--- config.mk ---
export PLATFORM = sky130hd
export DESIGN_NAME = pipe_hazard_ctrl_flat
export DESIGN_NICKNAME = d
export VERILOG_FILES = /design/src/rtl/pipe_hazard_ctrl_pkg.sv /design/src/rtl/pipe_hazard_ctrl_if.sv /design/src/rtl/pipe_hazard_ctrl_fwd.sv /design/src/rtl/pipe_hazard_ctrl.sv /design/src/flat_wrapper.sv
export SDC_FILE = /design/constraint.sdc
export NUM_CORES = 1
export LEC_CHECK = 0
export BUFFER_PORTS_ARGS = -buffer_cell sky130_fd_sc_hd__buf_2
export CAP_MARGIN = 20
export CORE_MARGIN = 3
export CORE_UTILIZATION = 47
export DETAILED_ROUTE_END_ITERATION = 6
export GPL_TIMING_DRIVEN = 1
export PLACE_DENSITY = 0.88
export SYNTH_ARGS = -nofsm -noshare
export SYNTH_HDL_FRONTEND = slang
export SYNTH_SLANG_ARGS = --single-unit
--- constraint.sdc ---
create_clock -name clk -period 3.4 [get_ports clk]
set_clock_uncertainty 0.05 [all_clocks]
set_input_delay 1.02 -clock clk [delete_from_list [all_inputs] [get_ports clk]]
set_output_delay 1.02 -clock clk [all_outputs]
set_load 0.05 [all_outputs]
--- src/rtl/pipe_hazard_ctrl_pkg.sv ---
// Shared types and constants for the pipeline hazard controller slice.
package pipe_pkg;

    typedef enum logic [1:0] {
        FWD_RF  = 2'b00,
        FWD_WB  = 2'b01,
        FWD_MEM = 2'b10
    } fwd_sel_t;

    typedef enum logic [1:0] {
        RUN,
        MEMWAIT,
        BRFLUSH
    } hz_state_t;

    localparam logic [3:0] PC_REG = 4'd15;

endpackage

--- src/rtl/pipe_hazard_ctrl_if.sv ---
// Datapath <-> hazard controller signal bundle; master is the datapath side.
interface pipe_hazard_ctrl_if #(
    parameter int unsigned CNT_W = 16
);
    import pipe_pkg::*;

    logic [3:0]       RA1D, RA2D, RA1E, RA2E;
    logic [3:0]       WA3E, WA3M, WA3W;
    logic             RegWriteM, RegWriteW;
    logic             MemToRegE;
    logic             BranchTakenE;
    logic             mem_req, mem_ack;
    fwd_sel_t         ForwardAE, ForwardBE;
    logic             StallF, StallD, StallE;
    logic             FlushD, FlushE;
    logic [CNT_W-1:0] stall_cnt;

    modport master (
        output RA1D, RA2D, RA1E, RA2E, WA3E, WA3M, WA3W,
        output RegWriteM, RegWriteW, MemToRegE, BranchTakenE,
        output mem_req, mem_ack,
        input  ForwardAE, ForwardBE, StallF, StallD, StallE,
        input  FlushD, FlushE, stall_cnt
    );

    modport slave (
        input  RA1D, RA2D, RA1E, RA2E, WA3E, WA3M, WA3W,
        input  RegWriteM, RegWriteW, MemToRegE, BranchTakenE,
        input  mem_req, mem_ack,
        output ForwardAE, ForwardBE, StallF, StallD, StallE,
        output FlushD, FlushE, stall_cnt
    );

endinterface

--- src/rtl/pipe_hazard_ctrl_fwd.sv ---
// Operand forwarding select for one Execute-stage ALU input.
module fwd_unit
    import pipe_pkg::*;
(
    input  logic [3:0] i_ra,
    input  logic [3:0] i_wa3m,
    input  logic [3:0] i_wa3w,
    input  logic       i_regwritem,
    input  logic       i_regwritew,
    output fwd_sel_t   o_fwd
);

    logic w_hit_m;
    logic w_hit_w;

    // PC is never forwarded: its value comes from the fetch path, not the ALU.
    assign w_hit_m = i_regwritem && (i_wa3m == i_ra) && (i_wa3m != PC_REG);
    assign w_hit_w = i_regwritew && (i_wa3w == i_ra) && (i_wa3w != PC_REG);

    always_comb begin
        o_fwd = FWD_RF;
        if (w_hit_m)
            o_fwd = FWD_MEM;
        else if (w_hit_w)
            o_fwd = FWD_WB;
    end

endmodule

--- src/rtl/pipe_hazard_ctrl.sv ---
// Stall/flush sequencing, forwarding selects and stall-cycle counter for the
// 5-stage pipeline.
module pipe_hazard_ctrl
    import pipe_pkg::*;
#(
    parameter int unsigned BR_FLUSH_CYCLES = 2,
    parameter int unsigned CNT_W           = 16
) (
    input logic               clk,
    input logic               rst,
    pipe_hazard_ctrl_if.slave hz
);

    localparam logic [1:0] BR_LOAD = 2'(BR_FLUSH_CYCLES - 1);

    hz_state_t        r_state, w_next;
    logic [1:0]       r_flush_cnt, w_flush_cnt_next;
    logic [CNT_W-1:0] r_stall_cnt;
    logic             w_ldhaz;
    logic             w_stallf, w_stalld, w_stalle, w_flushd, w_flushe;

    fwd_unit u_fwd_a (
        .i_ra        (hz.RA1E),
        .i_wa3m      (hz.WA3M),
        .i_wa3w      (hz.WA3W),
        .i_regwritem (hz.RegWriteM),
        .i_regwritew (hz.RegWriteW),
        .o_fwd       (hz.ForwardAE)
    );

    fwd_unit u_fwd_b (
        .i_ra        (hz.RA2E),
        .i_wa3m      (hz.WA3M),
        .i_wa3w      (hz.WA3W),
        .i_regwritem (hz.RegWriteM),
        .i_regwritew (hz.RegWriteW),
        .o_fwd       (hz.ForwardBE)
    );

    assign w_ldhaz = hz.MemToRegE && ((hz.WA3E == hz.RA1D) || (hz.WA3E == hz.RA2D));

    always_ff @(posedge clk or negedge rst) begin
        if (!rst) begin
            r_state     <= RUN;
            r_flush_cnt <= '0;
        end else begin
            r_state     <= w_next;
            r_flush_cnt <= w_flush_cnt_next;
        end
    end

    always_comb begin
        w_next           = r_state;
        w_flush_cnt_next = r_flush_cnt;
        case (r_state)
            RUN: begin
                if (hz.mem_req) begin
                    w_next = MEMWAIT;
                end else if (hz.BranchTakenE) begin
                    w_flush_cnt_next = BR_LOAD;
                    w_next = (BR_FLUSH_CYCLES == 1) ? RUN : BRFLUSH;
                end
            end
            MEMWAIT: begin
                if (hz.mem_ack)
                    w_next = RUN;
            end
            BRFLUSH: begin
                // The counter holds the flush cycles still owed including this one.
                if (hz.mem_req) begin
                    w_next           = MEMWAIT;
                    w_flush_cnt_next = '0;
                end else begin
                    w_flush_cnt_next = r_flush_cnt - 2'd1;
                    if (r_flush_cnt <= 2'd1)
                        w_next = RUN;
                end
            end
            default: w_next = RUN;
        endcase
    end

    // Gated by rst so the pipe sees no stall/flush while reset is held.
    always_comb begin
        w_stallf = 1'b0;
        w_stalld = 1'b0;
        w_stalle = 1'b0;
        w_flushd = 1'b0;
        w_flushe = 1'b0;
        if (rst) begin
            case (r_state)
                RUN: begin
                    if (hz.mem_req) begin
                        w_stallf = 1'b1;
                        w_stalld = 1'b1;
                        w_stalle = 1'b1;
                    end else if (hz.BranchTakenE) begin
                        w_flushd = 1'b1;
                        w_flushe = 1'b1;
                    end else if (w_ldhaz) begin
                        w_stallf = 1'b1;
                        w_stalld = 1'b1;
                        w_flushe = 1'b1;
                    end
                end
                MEMWAIT: begin
                    w_stallf = !hz.mem_ack;
                    w_stalld = !hz.mem_ack;
                    w_stalle = !hz.mem_ack;
                end
                BRFLUSH: begin
                    if (hz.mem_req) begin
                        w_stallf = 1'b1;
                        w_stalld = 1'b1;
                        w_stalle = 1'b1;
                    end else begin
                        w_flushd = 1'b1;
                        w_flushe = 1'b1;
                    end
                end
                default: ;
            endcase
        end
    end

    always_ff @(posedge clk or negedge rst) begin
        if (!rst)
            r_stall_cnt <= '0;
        else if (w_stallf && (r_stall_cnt != '1))
            r_stall_cnt <= r_stall_cnt + 1'b1;
    end

    assign hz.StallF    = w_stallf;
    assign hz.StallD    = w_stalld;
    assign hz.StallE    = w_stalle;
    assign hz.FlushD    = w_flushd;
    assign hz.FlushE    = w_flushe;
    assign hz.stall_cnt = r_stall_cnt;

endmodule

--- src/flat_wrapper.sv ---
// flat-port wrapper written by rule: the top's interface ports become plain ports
module pipe_hazard_ctrl_flat import pipe_pkg::*;
#(
    parameter int unsigned BR_FLUSH_CYCLES = 2,
    parameter int unsigned CNT_W           = 16
)
  (clk, rst, hz_RA1D, hz_RA2D, hz_RA1E, hz_RA2E, hz_WA3E, hz_WA3M, hz_WA3W, hz_RegWriteM, hz_RegWriteW, hz_MemToRegE, hz_BranchTakenE, hz_mem_req, hz_mem_ack, hz_ForwardAE, hz_ForwardBE, hz_StallF, hz_StallD, hz_StallE, hz_FlushD, hz_FlushE, hz_stall_cnt);
  pipe_hazard_ctrl_if #(.CNT_W(CNT_W)) hz_i ();
  input logic clk;
  input logic rst;
  input wire logic [$bits(hz_i.RA1D)-1:0] hz_RA1D;
  input wire logic [$bits(hz_i.RA2D)-1:0] hz_RA2D;
  input wire logic [$bits(hz_i.RA1E)-1:0] hz_RA1E;
  input wire logic [$bits(hz_i.RA2E)-1:0] hz_RA2E;
  input wire logic [$bits(hz_i.WA3E)-1:0] hz_WA3E;
  input wire logic [$bits(hz_i.WA3M)-1:0] hz_WA3M;
  input wire logic [$bits(hz_i.WA3W)-1:0] hz_WA3W;
  input wire logic [$bits(hz_i.RegWriteM)-1:0] hz_RegWriteM;
  input wire logic [$bits(hz_i.RegWriteW)-1:0] hz_RegWriteW;
  input wire logic [$bits(hz_i.MemToRegE)-1:0] hz_MemToRegE;
  input wire logic [$bits(hz_i.BranchTakenE)-1:0] hz_BranchTakenE;
  input wire logic [$bits(hz_i.mem_req)-1:0] hz_mem_req;
  input wire logic [$bits(hz_i.mem_ack)-1:0] hz_mem_ack;
  output wire logic [$bits(hz_i.ForwardAE)-1:0] hz_ForwardAE;
  output wire logic [$bits(hz_i.ForwardBE)-1:0] hz_ForwardBE;
  output wire logic [$bits(hz_i.StallF)-1:0] hz_StallF;
  output wire logic [$bits(hz_i.StallD)-1:0] hz_StallD;
  output wire logic [$bits(hz_i.StallE)-1:0] hz_StallE;
  output wire logic [$bits(hz_i.FlushD)-1:0] hz_FlushD;
  output wire logic [$bits(hz_i.FlushE)-1:0] hz_FlushE;
  output wire logic [$bits(hz_i.stall_cnt)-1:0] hz_stall_cnt;
  assign hz_i.RA1D = hz_RA1D;
  assign hz_i.RA2D = hz_RA2D;
  assign hz_i.RA1E = hz_RA1E;
  assign hz_i.RA2E = hz_RA2E;
  assign hz_i.WA3E = hz_WA3E;
  assign hz_i.WA3M = hz_WA3M;
  assign hz_i.WA3W = hz_WA3W;
  assign hz_i.RegWriteM = hz_RegWriteM;
  assign hz_i.RegWriteW = hz_RegWriteW;
  assign hz_i.MemToRegE = hz_MemToRegE;
  assign hz_i.BranchTakenE = hz_BranchTakenE;
  assign hz_i.mem_req = hz_mem_req;
  assign hz_i.mem_ack = hz_mem_ack;
  assign hz_ForwardAE = hz_i.ForwardAE;
  assign hz_ForwardBE = hz_i.ForwardBE;
  assign hz_StallF = hz_i.StallF;
  assign hz_StallD = hz_i.StallD;
  assign hz_StallE = hz_i.StallE;
  assign hz_FlushD = hz_i.FlushD;
  assign hz_FlushE = hz_i.FlushE;
  assign hz_stall_cnt = hz_i.stall_cnt;
  pipe_hazard_ctrl #(.BR_FLUSH_CYCLES(BR_FLUSH_CYCLES), .CNT_W(CNT_W)) u_core (.clk(clk), .rst(rst), .hz(hz_i));
endmodule
==> impl_metrics.toml <==
[power_and_ir_drop]
power.density_mw_per_mm2 = 444
ir_drop_mv = 0.455
p_leak_nw = 0.855

[placement]
dp_cells = 224
hpwl_um = 2620
gp_congestion = 0.786
placed_area_mm2 = 0.00174
io_buffers = 60

[sta]
slew_headroom = 0.772
finalMaxSlewViolations = 0
worstMarginPinSlew_ns = 0.338
finalCritPeriodShare = 0.966
timing.final.crit_period_ns = 3.29
grt_setup_unrepaired = "true"
finalSetupViolations = 0
hold_viol_final = 0
fmaxAchievable_mhz = 304

[yosys]
synth_simple_gate_area_frac = 0.266
synthesis.nets = 173
ys_seq_elements = 20
synth.top_cells.by_count = "31 x xnor2_1, 20 x dfrtp_1, 8 x nand4_1"
synth_top_family_by_area = "simple AND/OR/NAND/NOR gates"
ys_seq_area_frac = 0.355
ys_warn_count = 0
synth.most_common_cell = "xnor2_1"
synth_top_area_share = 0.355
ys.flop_type = "dfrtp_1"
muxShareOfSynthArea = 0.0151
yosys-top-cells-area = "dfrtp_1 35%, xnor2_1 19%, nand3_2 4.3%"
synth_edf_count = 0
ys_types = 37
synthAdderAreaFrac = 0.0177
synth-compound-area-share = 0.0594
syn_avg_cell_area_um2 = 10.4
netlist_area_mm2 = 0.00141
syn_inst = 135
async_flop_share = 1.00
synth_xor_xnor_area_share = 0.241
yosys.area.top_type = "dfrtp_1"

[detailed_routing]
ant_nets = 0
firstDrtPassIters = 4
viasPerCell = 5.31
routedWlPerCell_um = 13.4
drt_wl_total_um = 3050
drt_iter0_markers = 49
drc = 0
vias = 1205

[layout]
fin_area_mm2 = 0.00176
fin_cells = 227
fin_nets = 236
diodes = 0
area_growth_pct = 24.9
layout-drive-gt1-share = 0.429
fin_util = 0.628

[clock_network]
clockBufferDepth = 2
cts_root_buf = "clkbuf_4"
cts_setup_buffers = 0
numCtsBuffers = 3
h-tree-depth = 1
clock_latency_ns = 0.30
cts_tree = "built"
path_clk_slew_ns = 0.11
clock_sinks = 20

[global_routing]
grt_pass1_vias = 1185
overflow = 0
grt_max_degree = 17
grt_pass1_wl_um = 4930
grt_antenna_before_repair = 0
grt_use_total = 0.176

[floorplan]
ios = 61
die_area_mm2 = 0.00369
die_y_um = 60.8
die_x_um = 60.8
num_rows = 19
start_util = 0.503
core_mm2 = 0.00281

[worst_setup_path]
critPathLaunchType = "input port"
critPathMaxStageDelay_ns = 0.31
slowest_stage = "buf_2"
crit_top_cell = "buf_2"
cp.required_ns = 2.33
worstSetupPathType = "in -> out"
crit_arrival_ns = 2.22
cp-end-kind = "primary output"
cp_max_fo = 3
path_cells = "buf_2 -> xor2_1 -> nor4_2 -> a41oi_1 -> o31ai_4 -> buf_2"

[run_status]
status = "complete, no violations"

[run]
cap_violations = 0

[worst_hold_path]
worstHoldPathType = "reg -> reg"
## repair_timing
item / in CTS / in global routing
hold endpoints to repair: 0 / 0
gates resized for setup: 0 / 2
hold buffers: 0 / 0
endpoints found under the setup margin: 0 / 3
## kinds of logic (layout without fill, tap and decap cells)
family | count (synthesis) | in the layout
xor+xnor | 38 | 38
mux | 2 | 2
flops | 20 | 20
compound gates | 10 | 10
fa+ha+maj | 2 | 2
buf+inv | 9 | 70
simple gates | 54 | 54
## worst max-delay path: cells and delay by family
family / cells / cell delay (ns)
XOR/XNOR: 1 / 0.17
buffers and inverters: 2 / 0.43
AND/OR/NAND/NOR: 1 / 0.25
AO/OA/AOI/OAI: 2 / 0.35
## per-stage QoR
stage               setup WS, ns   TNS [ns]  power (mW)  hold WS [ns]
floorplan                 0.0105          0       0.578         0.416
global placement          0.0796          0       0.668         0.426
detailed placement        0.0467          0       0.679         0.435
CTS                       0.0342          0       0.790         0.460
global route          -0.0000788  -0.000151       0.827         0.474
finish                     0.115          0       0.782         0.459
## area by class of cell
class,count,area (um2)
repair buffers,63,325
well taps,31,38.8
fillers,244,1040
multi-input cells,106,860
flip-flops and latches,20,500
clock buffers,3,22.5
inverters,4,15.0
## routing by layer
layer / vias up / wire, um / GRT usage
met2: 38 / 1610 / 0.322
met4: 0 / 34 / 0.0341
met5: - / 0 / 0
met1: 558 / 1210 / 0.201
li1: 604 / - / -
met3: 5 / 186 / 0.0553
## final timing paths
kind,startpoint,end,slack (ns),depth (start not counted)
worst min register to register,u_core.r_flush_cnt[1],u_core.r_flush_cnt[1],0.46,1
max in group asynchronous,rst,u_core.hz.stall_cnt[8],2.53,2
min in group asynchronous,rst,u_core.r_flush_cnt[1],0.59,2
worst min-delay path,u_core.r_flush_cnt[1],u_core.r_flush_cnt[1],0.46,1
worst max register to register,u_core.hz.stall_cnt[0],u_core.hz.stall_cnt[9],1.24,7
worst max-delay path,hz_WA3E[1],hz_StallD,0.11,6
## state kept, by name (all words and copies together), names as in the netlist
register             flops
u_core.r_flush_cnt       2
u_core.r_state           2
u_core.hz.stall_cnt     16
## power breakdown
part / total (mW) / internal, mW / switching [mW]
clock network: 0.111 / 0.0413 / 0.0696
registers: 0.327 / 0.278 / 0.0485
logic: 0.345 / 0.114 / 0.231
## layout by cell type, fill, tap and decap left out, types with 2 or more instances in the layout
master    Yosys  routed
buf_2         0      59
xnor2_1      31      31
dfrtp_1      20      20
nand4_1       8       8
nor2_1        7       7
xor2_1        6       6
and3_1        6       6
nand3_2       6       6
nand2_1       4       4
inv_1         4       4
nand3_1       4       4
buf_4         3       4
a41oi_1       3       3
and4_1        3       3
clkbuf_4      0       3
nor3_2        0       2
a21oi_1       3       2
nand2b_1      2       2
ha_1          2       2
Power figures use the tool's default switching activity.
